[config.mk]
export PLATFORM = sky130hd
export DESIGN_NAME = div_ctrl
export DESIGN_NICKNAME = d
export VERILOG_FILES = /design/src/rtl/div_ctrl_pkg.sv /design/src/rtl/div_ctrl_core.sv /design/src/rtl/div_ctrl.sv
export SDC_FILE = /design/constraint.sdc
export NUM_CORES = 1
export LEC_CHECK = 0
export CORE_MARGIN = 5
export CORE_UTILIZATION = 60
export CTS_CLUSTER_DIAMETER = 200
export DETAILED_ROUTE_END_ITERATION = 8
export HOLD_SLACK_MARGIN = 0.06
export PLACE_DENSITY = 0.84
export SLEW_MARGIN = 20
export SYNTH_ARGS = -nofsm -noshare
export SYNTH_HDL_FRONTEND = slang
export SYNTH_SLANG_ARGS = --single-unit
[constraint.sdc]
create_clock -name clk -period 6.9 [get_ports clk]
set_input_delay 1.38 -clock clk [delete_from_list [all_inputs] [get_ports clk]]
set_output_delay 1.38 -clock clk [all_outputs]
set_load 0.02 [all_outputs]
[src/rtl/div_ctrl_pkg.sv]
// Shared definitions for the execute-stage divide sequencer: FSM state
// encoding and the R-type funct codes the decoder uses to raise startE/signedE.
package div_ctrl_pkg;

  typedef enum logic [1:0] {
    IDLE  = 2'd0,
    BUSY  = 2'd1,
    DZERO = 2'd2,
    DONE  = 2'd3
  } divState_t;

  localparam logic [5:0] FUNCT_DIV  = 6'h1A;
  localparam logic [5:0] FUNCT_DIVU = 6'h1B;

  // Decoder helpers: which funct codes start the divider, and which are signed.
  function automatic logic isDivFunct(input logic [5:0] funct);
    return (funct == FUNCT_DIV) || (funct == FUNCT_DIVU);
  endfunction

  function automatic logic isSignedDiv(input logic [5:0] funct);
    return funct == FUNCT_DIV;
  endfunction

endpackage

[src/rtl/div_ctrl_core.sv]
// Radix-2 restoring shift-subtract datapath working on unsigned magnitudes.
// One quotient bit is resolved per step; sign handling lives in div_ctrl.
module div_core #(
  parameter int WIDTH = 32
) (
  input  logic             clk,
  input  logic             rst,
  input  logic             load,
  input  logic             step,
  input  logic [WIDTH-1:0] aMag,
  input  logic [WIDTH-1:0] bMag,
  output logic [WIDTH-1:0] quo,
  output logic [WIDTH-1:0] rem
);

  logic [WIDTH-1:0] remReg;
  logic [WIDTH-1:0] quoReg;
  logic [WIDTH-1:0] divReg;
  logic [WIDTH:0]   shifted;
  logic [WIDTH:0]   diff;
  logic             geq;
  logic [WIDTH-1:0] remNext;

  // The shifted partial remainder needs one extra bit: with a divisor above
  // 2^(WIDTH-1) it can exceed WIDTH bits before the subtraction.
  always_comb begin
    shifted = {remReg, quoReg[WIDTH-1]};
    diff    = shifted - {1'b0, divReg};
    geq     = ~diff[WIDTH];
    remNext = geq ? diff[WIDTH-1:0] : shifted[WIDTH-1:0];
  end

  always_ff @(posedge clk) begin
    if (rst) begin
      remReg <= '0;
      quoReg <= '0;
      divReg <= '0;
    end else if (load) begin
      remReg <= '0;
      quoReg <= aMag;
      divReg <= bMag;
    end else if (step) begin
      remReg <= remNext;
      quoReg <= {quoReg[WIDTH-2:0], geq};
    end
  end

  assign quo = quoReg;
  assign rem = remReg;

endmodule

[src/rtl/div_ctrl.sv]
// Divide sequencer for the execute stage: FSM, iteration counter, sign fixup
// and the stall/ready handshake around div_core.
module div_ctrl
  import div_ctrl_pkg::*;
#(
  parameter int WIDTH = 32
) (
  input  logic             clk,
  input  logic             rst,
  input  logic             startE,
  input  logic             signedE,
  input  logic             annulE,
  input  logic [WIDTH-1:0] aE,
  input  logic [WIDTH-1:0] bE,
  output logic             stallE,
  output logic             readyE,
  output logic [WIDTH-1:0] hiE,
  output logic [WIDTH-1:0] loE
);

  localparam int CW = (WIDTH > 1) ? $clog2(WIDTH) : 1;

  divState_t        stateReg, stateNext;
  logic [CW-1:0]    cntReg;
  logic             qSignReg, rSignReg, dzReg;
  logic [WIDTH-1:0] aRawReg, hiReg, loReg;
  logic             accept, load, step;
  logic [WIDTH-1:0] aMag, bMag, quo, rem, loFix, hiFix;

  assign accept = (stateReg == IDLE) && startE && !annulE;
  assign aMag   = (signedE && aE[WIDTH-1]) ? -aE : aE;
  assign bMag   = (signedE && bE[WIDTH-1]) ? -bE : bE;

  always_comb begin
    stateNext = stateReg;
    load      = 1'b0;
    step      = 1'b0;
    case (stateReg)
      IDLE: begin
        if (accept) begin
          if (bE != '0) begin
            load      = 1'b1;
            stateNext = BUSY;
          end else begin
            stateNext = DZERO;
          end
        end
      end
      BUSY: begin
        step = 1'b1;
        if (cntReg == CW'(WIDTH - 1)) stateNext = DONE;
      end
      DZERO:   stateNext = DONE;
      DONE:    stateNext = IDLE;
      default: stateNext = IDLE;
    endcase
    // A flush wins over everything, including the ready cycle.
    if (annulE) begin
      stateNext = IDLE;
      load      = 1'b0;
      step      = 1'b0;
    end
  end

  div_core #(.WIDTH(WIDTH)) uCore (
    .clk  (clk),
    .rst  (rst),
    .load (load),
    .step (step),
    .aMag (aMag),
    .bMag (bMag),
    .quo  (quo),
    .rem  (rem)
  );

  always_comb begin
    loFix = dzReg ? '1 : (qSignReg ? -quo : quo);
    hiFix = dzReg ? aRawReg : (rSignReg ? -rem : rem);
  end

  assign readyE = (stateReg == DONE) && !annulE;
  assign stallE = startE && !readyE;
  // The result is visible in the ready cycle itself and held afterwards.
  assign hiE    = readyE ? hiFix : hiReg;
  assign loE    = readyE ? loFix : loReg;

  always_ff @(posedge clk) begin
    if (rst) begin
      stateReg <= IDLE;
      cntReg   <= '0;
      qSignReg <= 1'b0;
      rSignReg <= 1'b0;
      dzReg    <= 1'b0;
      aRawReg  <= '0;
      hiReg    <= '0;
      loReg    <= '0;
    end else begin
      stateReg <= stateNext;
      if (load) begin
        cntReg   <= '0;
        qSignReg <= (aE[WIDTH-1] ^ bE[WIDTH-1]) & signedE;
        rSignReg <= aE[WIDTH-1] & signedE;
        dzReg    <= 1'b0;
      end else if (accept) begin
        dzReg   <= 1'b1;
        aRawReg <= aE;
      end
      if (step) cntReg <= cntReg + CW'(1);
      if (readyE) begin
        hiReg <= hiFix;
        loReg <= loFix;
      end
    end
  end

endmodule

-- After elaboration in Yosys (flattened, before gate mapping)
Index checks and enable logic that the tools add are counted.
- flip-flop bits (word level): 202
- output and inout bits: 66
- logic and storage cells: 66
- add/sub/neg operators: 6
- equality and inequality tests: 6
- muxes and demuxes: 23
- bitwise logic cells: 5
- reduce and logical (&&, ||, !) cells: 15
- operators with widths (cell ; count):
    two-way mux 32 bit ; 11
    negation 32 bit ; 4
    subtractor 33 x 32 -> 33 bit ; 1
    nonzero test 32 bit ; 1
    two-way mux 5 bit ; 2
    one-hot mux 2 bit (4 select lines) ; 1
    logical AND 1 bit ; 6
    two-way mux 1 bit ; 6
    two-way mux 2 bit ; 3
    adder 5 x 1 -> 5 bit (second input constant) ; 1
    equality test 5 bit (second input constant) ; 1
    equality test 2 bit (second input constant) ; 2
    inequality test 2 bit (second input constant) ; 2
    AND reduction 2 bit ; 2
    OR reduction 2 bit ; 2
    bitwise AND 1 bit ; 2
    equality test 2 x 1 -> 1 bit (second input constant) ; 1
    zero test 1 bit ; 2
    zero test 2 bit ; 1
    inverter 1 bit ; 2
    nonzero test 2 bit ; 1
    bitwise XOR 1 bit ; 1

-- Longest topological paths before layout
Gate-level depths: netlist (run 1).
- word-level depth: 8
- gate-level depth with buffers: 13

-- Cells and area by module
From an unflattened synthesis (run 1), not the netlist that was laid out.
- cells, all modules: 1777
- area, all modules: 13521.7 um^2
- by module, submodules not included (module ; instances ; cells an instance ; area an instance (um^2)):
    div_ctrl ; 1 ; 1034 ; 7613.6
    div_core ; 1 ; 743 ; 5908.2

-- Least setup slack after synthesis (run 1)
OpenSTA, ideal clock, no wires.
- kind: input -> output
- start: input port annulE
- end: output port hiE[22]
- data arrival time: 2.741 ns
- required time: 5.520 ns
- path slack: 2.779 ns
- cell stages on the path: 7
- buffers on the path: 3
- cell sequence: nand2b_1 -> clkbuf_1 -> inv_1 -> clkbuf_1 -> buf_1 -> nand2_1 -> nand2_1
- word-level cells in the longest chain between the ends: 3
- RTL lines (what ; RTL line ; source):
    start, declared ; div_ctrl.sv:12 ; input logic annulE,
    zero test 1 bit ; div_ctrl.sv:81 ; assign readyE = (stateReg == DONE) && !annulE;
    logical AND 1 bit ; div_ctrl.sv:81 ;
    net readyE ; div_ctrl.sv:16 ; output logic readyE,
    two-way mux 32 bit ; n/a ;
    end, declared ; div_ctrl.sv:17 ; output logic [WIDTH-1:0] hiE,
The timed path passes the listed nets, and every way through them passes these cells.

-- Final worst setup path (run 1)
- start: input port annulE
- end: output port loE[22]
- word-level cells in the longest chain between the ends: 3
- RTL lines (what ; RTL line ; source):
    zero test 1 bit ; div_ctrl.sv:81 ;
    logical AND 1 bit ; div_ctrl.sv:81 ;
    two-way mux 32 bit ; n/a ;
    end, declared ; div_ctrl.sv:18 ; output logic [WIDTH-1:0] loE
Every way passes these cells.

==> results of run 1 <==
==> logic make-up after synthesis <==
kind of cell	after synthesis	synth area share, %
compound gates	440	21.9
xor+xnor	145	10.1
fa+ha+maj	43	4.33
buf+inv	159	4.81
flops	202	32.1
mux	31	2.47
simple gates	661	24.3
==> synth_stat cells (25+ instances only) <==
cell / count / area (um^2)
nand2_1: 293 / 1100
dfxtp_1: 202 / 4040
a21oi_1: 154 / 771
nor2_1: 146 / 548
o21ai_0: 105 / 526
clkbuf_1: 92 / 345
xnor2_1: 74 / 648
xor2_1: 71 / 622
and2_1: 59 / 369
inv_1: 54 / 203
ha_1: 42 / 526
a211oi_1: 36 / 270
a311oi_1: 34 / 298
mux2i_1: 30 / 300
nand3_1: 29 / 145
o31ai_1: 28 / 210
nor3_1: 25 / 125
==> sequential cells by signal, indices dropped and copies added (netlist names) <==
register	flops
uCore.divReg	32
stateReg	2
hiReg	32
uCore.rem	32
uCore.quo	32
dzReg	1
aRawReg	32
qSignReg	1
loReg	32
rSignReg	1
cntReg	5
==> routing by layer <==
metal  track usage [%]  routed length, um  up-vias  part of all wire [%]
li1                  -                  -     6004                     -
met1              36.9              14600     5731                    42
met2              48.4              16600      475                    48
met3              3.09               2610       77                   7.5
met4              9.29                999        0                   2.9
met5                 0                  0        -                     0
==> area by class of cell <==
cell class / instances / share of cell area, %
clock buffer: 31 / 4.23
multi-input combinational: 1320 / 54.0
antenna: 2 / 0.0338
tap: 275 / 2.33
inverter: 54 / 1.37
clock inverter: 10 / 1.04
timing repair buffer: 146 / 9.66
sequential: 202 / 27.3
==> through the flow <==
| stage | cell area (um^2) | hold slack [ps] |
|---|---|---|
| 3_5_place_dp | 14000 | 447 |
| 2_1_floorplan | 12600 | 432 |
| 5_1_grt | 14800 | 477 |
| 3_3_place_gp | 14000 | 440 |
| 4_1_cts | 14800 | 453 |
| 6_report | 14800 | 447 |
==> how the worst max path moves through the flow <==
stage	from	end	slack, ps	cells after the start
final	annulE	loE[22]	1520	6
after CTS	annulE	loE[25]	1310	6
after global placement	annulE	loE[30]	1500	6
after global routing	uCore.rem[2]	hiE[13]	1330	9
after floorplan	annulE	hiE[22]	2780	7
after detailed placement	annulE	loE[25]	1370	6
==> power breakdown <==
part | switching (W) | total [W] | internal (W)
combinational | 0.000367 | 0.000629 | 0.000262
clock | 0.000484 | 0.00127 | 0.000785
sequential | 0.0000547 | 0.00126 | 0.00121
==> worst max-delay path: cells and delay by family <==
| kind | cells | cell delay, ps |
|---|---|---|
| AO/OA/AOI/OAI | 1 | 360 |
| buffers and inverters | 3 | 1460 |
| AND/OR/NAND/NOR | 2 | 790 |
==> key figures, run 1 <==
Floorplan
  • Die X: ~150 um
  • Initial core utilization: 60.5%
  • Die footprint: 0.0240 mm^2
  • Core area: 0.0208 mm^2
  • Io pins: 135
  • Core Rows: 53
  • DIE HEIGHT: 155 um

STA
  • Worst Setup Slack, final: ~1500 ps
  • Tightest Pin Transition: 1050 ps
  • Max Clock Freq: 186 MHz
  • # setup viols final: 0
  • Fin. max-slew vios: 0
  • RSZ-0062 raised after global routing: no
  • Crit share post-route: 77.9%
  • Max-slew headroom: 30.0%
  • Fin. Hold Viols: 0
  • Clk_skew: 9.87 ps
  • Crit path time final: 5380 ps
  • Setup TNS: 0 ps

Logic synthesis
  • EDFF count, synth: 0
  • Most used DFF post-synth: dfxtp_1
  • Synthesized cell area: 0.0126 mm^2
  • Sequential share of the synthesized area: 32.1%
  • Syn_nets: 1793
  • FF+latch count, synth: between 200 and 250
  • Unique masters post-synth: 63
  • Yosys warnings: 0
  • Syn Inst Count: 1681
  • Synth async-reset ratio: 0%
  • Post-Syn Area per Cell: 7.50 um^2

Clocking
  • Clock transition at path regs: 60 ps
  • Hold buffers post-CTS: 0
  • H-tree depth: 1
  • Post CTS Setup Buffer Count: 0
  • CTS tree: built
  • Clk root buf: clkbuf_16
  • Clock Latency Late Sink: 510 ps
  • CTS Buf Count: 23
  • CTS Buffer Depth: 3
  • Resize count post-CTS: 0
  • Clk sink count: 202

Critical path
  • WP data arrival: 4000 ps
  • Type of origin of the critical path: input port
  • Worst Path Max Fanout: 18
  • R2R depth: 12
  • RR Endpoint: uCore.rem[7]
  • Max stage delay on crit path: 560 ps
  • Worst r2r src: uCore.rem[0]
  • Reg2Reg Setup Slack: 3230 ps
  • Cell Chain, Critical Path: clkdlybuf4s50_1, nand2b_1, inv_1, nand2b_1, o22a_1, clkdlybuf4s50_1
  • CP endpoint kind: primary output
  • Crit path max-delay cell type: nand2b_1
  • Setup CP Type: input port to primary output
  • WP data required: 5520 ps

Routing
  • Vias per std cell: 6.02
  • Routed WL: roughly 35000 um
  • Via count: 12.3k
  • Antenna Nets Post-Route: 0
  • Drt initial violations: around 1000
  • DR WL/cell: ~17 um
  • Remaining routing DRC violations: 0
  • Drt pass-1 iters: 6

Global route
  • Largest net degree at the start of global routing: 100
  • First-pass GRT wire length: 56700 um
  • Initial antenna violation count: 2
  • GRT Total Usage: 28.1%
  • Vias in the first global route: 11.4k
  • Remaining Overflow, GRT: 0

Finish
  • Fill count: 1703
  • Commonest non-fill, non-tap cell in the layout: nand2_1
  • Multi-input logic area: 0.00799 mm^2
  • Fin cells: slightly above 2k
  • Finished Core Util: 71.0%
  • Most frequent cells in the layout: nand2_1 (292), dfxtp_1 (201), a21oi_1 (153), nor2_1 (145), clkdlybuf4s50_1 (133)
  • Area Growth Syn to Fin: 17.4%
  • Share of cells above drive strength 1: 4.37%
  • Sequential Area: 0.00405 mm^2
  • Final nets: 1859

Place
  • Placement Setup Slack: 1370 ps
  • Detail Placement HPWL: 25300 um
  • Post-Place Cells: 1997
  • PortBufs: 134
  • RePlAce Congestion: roughly 0.89

Power
  • LEAKAGE: 5.59 nW
  • Peak VDD IR: 128 uV
  • Final Power: 0.00316 W
  • PwrDens: 213 mW/mm^2

Worst hold path
  • Hold Crit Class: flop to flop
  • Hold worst-path end: uCore.divReg[18]
  • Hold Startpoint: uCore.divReg[18]
  • Hold Path Stages: 2

Outcome
  • Status: completed

Run
  • Max_cap viols: 0
(Power assumes the default switching activity.)
==> run 2: changes to the inputs <==
--- a/config.mk
+++ b/config.mk
@@ -6,11 +6,11 @@
 export NUM_CORES = 1
 export LEC_CHECK = 0
 export CORE_MARGIN = 5
-export CORE_UTILIZATION = 60
+export CORE_UTILIZATION = 52
 export CTS_CLUSTER_DIAMETER = 200
 export DETAILED_ROUTE_END_ITERATION = 8
 export HOLD_SLACK_MARGIN = 0.06
-export PLACE_DENSITY = 0.84
+export PLACE_DENSITY = 0.77
 export SLEW_MARGIN = 20
 export SYNTH_ARGS = -nofsm -noshare
 export SYNTH_HDL_FRONTEND = slang
==> constraint.sdc (replaced) <==
create_clock -name clk -period 4.65 [get_ports clk]
set_input_delay 0.93 -clock clk [delete_from_list [all_inputs] [get_ports clk]]
set_output_delay 0.93 -clock clk [all_outputs]
set_load 0.02 [all_outputs]
==> key figures, run 2 (synthesized netlist as in run 1, its figures left out) <==
Critical path
  • CP bufs+invs: 1
  • Worst Path Max Fanout: 7
  • WP data required: around 3700 ps
  • Setup CP Type: flop to primary output
  • CP top delay family: simple AND/OR/NAND/NOR gates
  • Crit path max-delay cell type: clkdlybuf4s50_1
  • WP data arrival: 3570 ps
  • Type of origin of the critical path: flop
  • Max stage delay on crit path: 610 ps
  • Most used cell, CP: or3_1
  • Cell Chain, Critical Path: nor4_4, nand4_1, or2_1, or3_1, or3_1, o21ai_2, xnor2_1, o22a_1, clkdlybuf4s50_1
  • CP endpoint kind: primary output

Finish
  • Antenna diodes: 0
  • Final nets: approximately 1.9k
  • Most frequent cells in the layout: nand2_1 (292), dfxtp_1 (201), a21oi_1 (153), nor2_1 (145), clkdlybuf4s50_1 (130)
  • Finished Core Util: between 60% and 70%
  • Commonest non-fill, non-tap cell in the layout: nand2_1
  • Area Growth Syn to Fin: 18.9%
  • Share of cells above drive strength 1: under 10%
  • Fill count: 2157

Worst hold path
  • Hold Crit Class: flop to flop

Clocking
  • CTS tree: built
  • Clock Latency Late Sink: 500 ps
  • H-tree depth: 1
  • Clock transition at path regs: 50 ps
  • Clk sink count: 202
  • Clk root buf: clkbuf_16
  • CTS Buf Count: 23
  • CTS Buffer Depth: 3

Run
  • Max_cap viols: 0

Place
  • RePlAce Congestion: 0.924
  • Detail Placement HPWL: 25700 um
  • Placement Setup Slack: 398 ps
  • PortBufs: 134

Global route
  • Vias in the first global route: roughly 11k
  • Remaining Overflow, GRT: 0
  • Initial antenna violation count: 0
  • First-pass GRT wire length: 57100 um
  • Largest net degree at the start of global routing: 82
  • GRT Total Usage: between 20% and 30%

STA
  • RSZ-0062 raised after global routing: no
  • Setup TNS: 0 ps
  • Worst Setup Slack, final: between 100 and 150 ps
  • Fin. Hold Viols: 0
  • Crit share post-route: 96.8%
  • Fin. max-slew vios: 0
  • Hold WS: 450 ps
  • Crit path time final: 4500 ps
  • Tightest Pin Transition: 1030 ps
  • Clk_skew: 8.17 ps
  • Max Clock Freq: ~220 MHz
  • # setup viols final: 0
  • Max-slew headroom: 31.1%

Routing
  • Via count: about 12k
  • Vias per std cell: around 5.8
  • Drt pass-1 iters: 6
  • Remaining routing DRC violations: 0
  • Drt initial violations: 1054
  • Routed WL: 34700 um
  • Antenna Nets Post-Route: 0
  • DR WL/cell: 16.5 um

Power
  • PwrDens: roughly 300 mW/mm^2
  • Peak VDD IR: 228 uV
  • LEAKAGE: 5.72 nW

Floorplan
  • Core area: 0.0241 mm^2
  • Die footprint: 0.0274 mm^2
  • Initial core utilization: 52.3%
  • Io pins: 135
  • DIE HEIGHT: 166 um
  • Die X: 166 um
  • Core Rows: 57

Outcome
  • Status: completed
-- run 2: final timing paths --
| path | start | end | depth (start not counted) | slack (ps) |
|---|---|---|---|---|
| worst min-delay path | uCore.divReg[28] | uCore.divReg[28] | 2 | 450 |
| worst min register to register | uCore.divReg[28] | uCore.divReg[28] | 2 | 450 |
| worst max-delay path | uCore.quo[6] | loE[28] | 9 | 150 |
| worst max register to register | uCore.rem[0] | uCore.rem[14] | 12 | 1050 |
-- run 2: power by group --
part | switching [W] | total [W] | leakage (nW) | internal, W
combinational | 0.000550 | 0.000955 | 3.74 | 0.000405
clock | 0.000702 | 0.00172 | 0.345 | 0.00101
sequential | 0.0000771 | 0.00187 | 1.64 | 0.00179
-- run 2: what timing repair did --
item,4_1_cts,5_1_grt
hold endpoints to repair,0,0
setup buffers,0,3
endpoints found under the setup margin,3,10
gates resized for setup,1,7
pin swaps,0,3
hold buffers,0,0
-- run 2: per-stage QoR --
step / cell area (um^2) / instances / total power, W
after floorplan: 12600 / 1681 / 0.00255
after global placement: 14200 / 2063 / 0.00281
after detailed placement: 14200 / 2063 / 0.00283
after CTS: 14900 / 2101 / 0.00453
after global routing: 15000 / 2104 / 0.00474
final: 15000 / 2104 / 0.00454
-- run 2: worst min-delay path, cell delays in order (launching register included) --
cell and delay, ps:
dfxtp_1 300, nand2_1 50, a21oi_1 50
-- run 2: routing by layer --
metal  part of all wire [%]  wire (um)  vias to the layer above  global-route usage, %
li1                       -          -                     6048                      -
met1                     45      15700                     5601                   33.3
met2                     46      15900                      397                   39.3
met3                    6.2       2140                       60                   3.07
met4                    2.9       1010                        0                   7.71
met5                      0          0                        -                      0
-- run 2: final cells by class --
class                      instances  area [um^2]  share of cell area [%]
multi-input combinational       1320         8020                    53.5
clock buffer                      36          694                    4.64
clock inverter                     2         12.5                  0.0835
sequential                       202         4050                    27.0
tap                              324          405                    2.71
inverter                          54          203                    1.35
timing repair buffer             166         1600                    10.7
==> run 3: changes to the inputs <==
--- a/config.mk
+++ b/config.mk
@@ -7,7 +7,6 @@
 export LEC_CHECK = 0
 export CORE_MARGIN = 5
 export CORE_UTILIZATION = 52
-export CTS_CLUSTER_DIAMETER = 200
 export DETAILED_ROUTE_END_ITERATION = 8
 export HOLD_SLACK_MARGIN = 0.06
 export PLACE_DENSITY = 0.77
==> results of run 3 <==
Same layout as run 2: the final DEF is identical, and so are final timing and power.
